### config.mk
export PLATFORM = sky130hd
export DESIGN_NAME = lct_l1a_match
export DESIGN_NICKNAME = d
export VERILOG_FILES = /design/src/rtl/lct_l1a_match.sv
export SDC_FILE = /design/constraint.sdc
export NUM_CORES = 1
export LEC_CHECK = 0
export ABC_AREA = 1
export CORE_UTILIZATION = 65
export DETAILED_ROUTE_END_ITERATION = 12
export PLACE_DENSITY_LB_ADDON = 0.12
export SLEW_MARGIN = 10
export SYNTH_ARGS = -nofsm -noshare
export SYNTH_HDL_FRONTEND = slang
export SYNTH_SLANG_ARGS = --single-unit
### constraint.sdc
create_clock -name clk -period 2.65 [get_ports clk]
set_input_delay 0.795 -clock clk [delete_from_list [all_inputs] [get_ports clk]]
set_output_delay 0.795 -clock clk [all_outputs]
set_load 0.005 [all_outputs]
### src/rtl/lct_l1a_match.sv
// L1A-to-LCT matcher with event counter and ALCT/TMB data-available supervisors.
// Keeps a per-channel LCT history and flags missing, late or unexpected DAV pulses.
module lct_l1a_match #(
  parameter int LCT_L1A_DLY = 100,
  parameter int WIN         = 3,
  parameter int HIST_DEPTH  = 128,
  parameter int DAV_TIMEOUT = 64
) (
  input  logic        clk,
  input  logic        rst,
  input  logic        l1a,
  input  logic [7:0]  lct,
  input  logic        alct_dav,
  input  logic        tmb_dav,
  output logic        l1a_out,
  output logic [7:0]  l1a_match,
  output logic [23:0] l1a_cnt,
  output logic        alct_timeout,
  output logic        tmb_timeout,
  output logic        alct_unexp,
  output logic        tmb_unexp,
  output logic        alct_overlap,
  output logic        tmb_overlap
);

  localparam int H  = WIN / 2;
  localparam int LO = LCT_L1A_DLY - H - 1;
  localparam int HI = LCT_L1A_DLY + H - 1;
  localparam logic [7:0] TMR_LAST = 8'(DAV_TIMEOUT - 1);

  function automatic logic [HIST_DEPTH-1:0] win_mask();
    logic [HIST_DEPTH-1:0] m;
    m = '0;
    for (int k = LO; k <= HI; k++) m[k] = 1'b1;
    return m;
  endfunction

  localparam logic [HIST_DEPTH-1:0] WIN_MASK = win_mask();

  typedef enum logic {IDLE = 1'b0, WAIT = 1'b1} sup_state_t;

  logic [HIST_DEPTH-1:0] hist_p0 [8];
  logic [7:0]            hit_p0;

  // Stage 0: history shift; bit k holds the LCT seen k+1 cycles ago
  always_ff @(posedge clk) begin
    for (int i = 0; i < 8; i++) begin
      if (rst) hist_p0[i] <= '0;
      else     hist_p0[i] <= {hist_p0[i][HIST_DEPTH-2:0], lct[i]};
    end
  end

  always_comb begin
    hit_p0 = '0;
    for (int i = 0; i < 8; i++) hit_p0[i] = |(hist_p0[i] & WIN_MASK);
  end

  // Stage 1: registered L1A strobe, match vector and counter
  always_ff @(posedge clk) begin
    if (rst) begin
      l1a_out   <= 1'b0;
      l1a_match <= '0;
      l1a_cnt   <= '0;
    end else begin
      l1a_out   <= l1a;
      l1a_match <= l1a ? hit_p0 : 8'h00;
      l1a_cnt   <= l1a_cnt + 24'(l1a);
    end
  end

  logic [1:0] dav;
  logic [1:0] unexp_d, overlap_d, timeout_d;

  assign dav = {tmb_dav, alct_dav};

  for (genvar s = 0; s < 2; s++) begin : g_sup
    sup_state_t state, state_nx;
    logic [7:0] timer, timer_nx;
    logic       unexp, overlap, timeout;

    always_ff @(posedge clk) begin
      if (rst) begin
        state <= IDLE;
        timer <= '0;
      end else begin
        state <= state_nx;
        timer <= timer_nx;
      end
    end

    // A new L1A always wins: it restarts the wait whether or not a DAV closes the old one
    always_comb begin
      state_nx = state;
      timer_nx = timer;
      if (state == IDLE) begin
        if (l1a) begin
          state_nx = WAIT;
          timer_nx = '0;
        end
      end else begin
        if (l1a) begin
          timer_nx = '0;
        end else if (dav[s] || timer == TMR_LAST) begin
          state_nx = IDLE;
          timer_nx = '0;
        end else begin
          timer_nx = timer + 8'd1;
        end
      end
    end

    always_comb begin
      unexp   = (state == IDLE) && dav[s];
      overlap = (state == WAIT) && l1a && !dav[s];
      timeout = (state == WAIT) && !l1a && !dav[s] && (timer == TMR_LAST);
    end

    assign unexp_d[s]   = unexp;
    assign overlap_d[s] = overlap;
    assign timeout_d[s] = timeout;
  end

  // Stage 1: registered supervisor flag pulses
  always_ff @(posedge clk) begin
    if (rst) begin
      alct_timeout <= 1'b0;
      tmb_timeout  <= 1'b0;
      alct_unexp   <= 1'b0;
      tmb_unexp    <= 1'b0;
      alct_overlap <= 1'b0;
      tmb_overlap  <= 1'b0;
    end else begin
      alct_timeout <= timeout_d[0];
      tmb_timeout  <= timeout_d[1];
      alct_unexp   <= unexp_d[0];
      tmb_unexp    <= unexp_d[1];
      alct_overlap <= overlap_d[0];
      tmb_overlap  <= overlap_d[1];
    end
  end

endmodule

# --- Yosys cells after proc, flatten, opt, wreduce, memory -nomap -nowiden ---
# Memories as Yosys holds them, arrays and structs flattened.
# Index checks and enable logic that the tools add are counted.
word_totals:
  reg_bits: 57
  latch_bits: 0
  ram_bits: 1024
  rom_bits: 0
  output_inout_bits: 39
  mem_count: 1
classes:
  addsub: 3
  multipliers: 0
  div: 0
  magnitude_cmp: 0
  eq_ne: 2
  shifts: 0
  muxes: 25
  bitwise_logic: 11
  n_reduce_logical: 28
mem_list:
  columns: ["memory", "depth", "word_bits", "rd", "rd_clocked_by_memory_dff", "wr", "line", "text"]
  rows:
  - ["hist_p0", 8, 128, 8, 0, 8, "42", "logic [HIST_DEPTH-1:0] hist_p0 [8];"]
ops:
  columns: ["op", "n"]
  rows:
  - ["$mux 128", 8]
  - ["$mux 8", 7]
  - ["$add 24x1->24", 1]
  - ["$reduce_or 3->1", 8]
  - ["$add 8x1->8 const B", 2]
  - ["$eq 8x6->1 const B", 2]
  - ["$logic_and 1x1->1", 12]
  - ["$mux 1", 10]
  - ["$or 1x1->1", 8]
  - ["$reduce_bool 2->1", 2]
  - ["$logic_not 1->1", 3]
  - ["$not 1->1", 3]
  - ["$logic_or 1x1->1", 2]
  - ["$reduce_or 2->1", 1]

# --- Logic depth before layout (Yosys ltp) ---
logic_depth:
  word_depth: 5
  ltp_mapped: 9
  ltp_nobuf: 9

# --- Worst setup path after synthesis ---
# OpenSTA, ideal clock, no wires.
synth_timing:
  kind: "input to register"
  startpoint: "input l1a"
  endpoint: "register l1a_cnt[22]"
  arrival_ns: 1.745
  required_ns: 2.537
  setup_slack_ns: 0.793
  path_stages: 9
  path_buffers: 0
  path_cell_list: "ha_1 ha_1 nand3_2 nor2_4 nand3_2 nor2_2 nand2_1 nand2_1 nor2_1"
synth_via:
  elab_chain_cells: 1
synth_lines:
  columns: ["item", "line", "text"]
  rows:
  - ["start: declaration", "11", "input logic l1a,"]
  - ["$add 24x1->24", "67", "l1a_cnt <= l1a_cnt + 24'(l1a);"]
  - ["end signal: assignment", "67", null]
  - ["end: declaration", "17", "output logic [23:0] l1a_cnt,"]
# No other way between the ends.
# A chain may end at the register's enable or synchronous reset.

# --- Final worst setup path ---
layout_timing:
  startpoint: "register l1a_cnt[6]"
  endpoint: "output l1a_cnt[6]"
# No word-level cell between the ends.

==> results.txt <==
# DRC: 0
Initial Util: 66.7%
top cell type's share of synthesized area: 68.5%
Max VDD drop: 0.000651 V
WL/cell: 9.71 um
via count: 14,900
gate count of the mapped netlist: 2,876
Sum Neg Setup Slack: 0 ps
CP delay by family, top: buffers and inverters
Die Width: 199 um
clk sinks: 865
Yosys warning count: 0
gpl congestion: 0.776
Synth area leaders: dfxtp_1 (68%), nor2_1 (13%), inv_1 (13%)
Worst slew margin: 56.3%
CP peak stage delay: 560 ps
Clock transition at path regs: 60 ps
Startpoint Class: flip-flop
port buffer count: 51
hold_buf cts: 0
Final Hold Fails: 0
vias in the first global route: 14,400
I/O pins: 52
first drt pass iteration count: 5
final core utilization: 76.5%
largest net degree at the start of global routing: 130
Resized cells post-CTS: 0
post-placement cell area: 26,300 um^2
fin crit period: 2420 ps
Die Y: 199 um
fin. max-slew vios: 0
Clock Tree Buf Depth: 3
overall power: 25.0 mW
Tcrit/Tclk final: 91.4%
# H-tree levels: 3
grt ovf: 0
initial antenna violation count: 0
Post-Syn Area per Cell: 8.79 um^2
MaxCap Viol Count: 0
first-pass GRT wire length: 59,900 um
CORE AREA: 37,900 um^2
non-filler cells, final: 3,503
Setup WS post-layout: 227 ps
worst min path class: reg2reg
CP Max Fanout: 7
Critical Path AT: 1630 ps
pre-CTS WS: 71.3 ps
Routed Wire Length: 34,000 um
flip-flop and latch count after synthesis: 865
overall routing resource usage: 18.1%
clk_skew: 10.6 ps
post-route cell area: 29,000 um^2
RSZ-0062 raised after global routing: false
sequential share of the synthesized area: 68.5%
final hold slack: 392 ps
synthesized area: 25,300 um^2
CP Buf/Inv Count: 1
detailed placement HPWL: 18,900 um
Skew-Pair Late Insertion Delay: 590 ps
Final nets: 2,949
synth unique cells: 26
CP max-delay cell: clkdlybuf4s50_1
Setup Viol. Count Final: 0
root buf cell: clkbuf_16
critical path type: reg2out
CP Cell Sequence: clkdlybuf4s50_1
antenna viol nets, final: 0
Layout area overhead: 14.8%
CTS tree: yes
ratio of cells with drive above 1 in the final layout: 5.82%
full die area: 39,700 um^2
Pwr per Cell Area: 863 nW/um^2
Worst Max-Slew Pin Slew: 654 ps
most frequent cells in the layout: nor2_1 (865), dfxtp_1 (865), inv_1 (846)
Pleak: 11.2 nW
crit end category: output pin
dpl cells: 3,362
worst endpoint required time: 1860 ps
row count: 71
Max Clock Freq: 0.413 GHz
ANT cells: 0
Setup Buffers After CTS: 0
Synth Net Count: 2,893
DRT iter0 DRCs: 587
vias per cell: 4.25
CTS Buf Count: 79
status: complete, no violations
Synth area leader: dfxtp_1
==> flip-flops by register name (all words and copies together), names as in the netlist, 2 cells and up <==
| name | cells |
|---|---|
| hist_p0 | 808 |
| l1a_cnt | 24 |
| g_sup.timer | 16 |
| l1a_match | 8 |
| g_sup.state | 2 |
==> cell type report <==
type                            count  area, um^2
Clock buffer                      110        2330
Clock inverter                     31         432
Fill cell                        2599        8900
Inverter                          846        3180
Multi-Input combinational cell   1069        4320
Sequential cell                   865       17300
Tap cell                          511         639
Timing Repair Buffer               71         816
==> cell usage after synthesis, drive strengths merged <==
cell type,count
ha,4
buf,90
a31oi,1
nor3,12
nor2,877
a21oi,24
o21ai,12
o31ai,1
nor4,1
xnor2,7
nand4,6
nand2,98
clkbuf,6
inv,846
nand3b,1
dfxtp,865
nand3,20
o21a,1
and3,1
xor2,3
==> cells by family (layout without fill, tap and decap cells) <==
| family | Yosys count | count (layout) | synth area share (%) |
|---|---|---|---|
| simple gates | 1016 | 1016 | 15.7 |
| buf+inv | 942 | 1058 | 14.4 |
| flops | 865 | 865 | 68.5 |
| compound gates | 39 | 39 | 0.811 |
| xor+xnor | 10 | 10 | 0.346 |
| fa+ha+maj | 4 | 4 | 0.198 |
==> routing by layer <==
metal	vias to the layer above	routed length [um]	track usage, %
met5	-	0	0
met3	56	1190	3.68
met2	133	16200	31.9
met4	0	658	6.95
met1	6699	15900	21.7
li1	7987	-	-
==> power by group <==
part	internal (mW)	total (mW)	switching (mW)	leakage [nW]
Sequential	13.0	13.0	0.0137	6.97
Clock	7.12	11.7	4.56	1.36
Combinational	0.0901	0.321	0.231	2.91
==> final timing paths <==
| kind | end | from | depth (start not counted) | slack, ps |
|---|---|---|---|---|
| max | l1a_cnt[6] | l1a_cnt[6]$_SDFF_PP0_ | 1 | 230 |
| min | hist_p0[0][286]$_SDFF_PP0_ | hist_p0[0][285]$_SDFF_PP0_ | 2 | 390 |
| max reg2reg | l1a_cnt[12]$_SDFF_PP0_ | l1a_cnt[0]$_SDFF_PP0_ | 8 | 1020 |
| min reg2reg | hist_p0[0][286]$_SDFF_PP0_ | hist_p0[0][285]$_SDFF_PP0_ | 2 | 390 |
(Power assumes the default switching activity.)
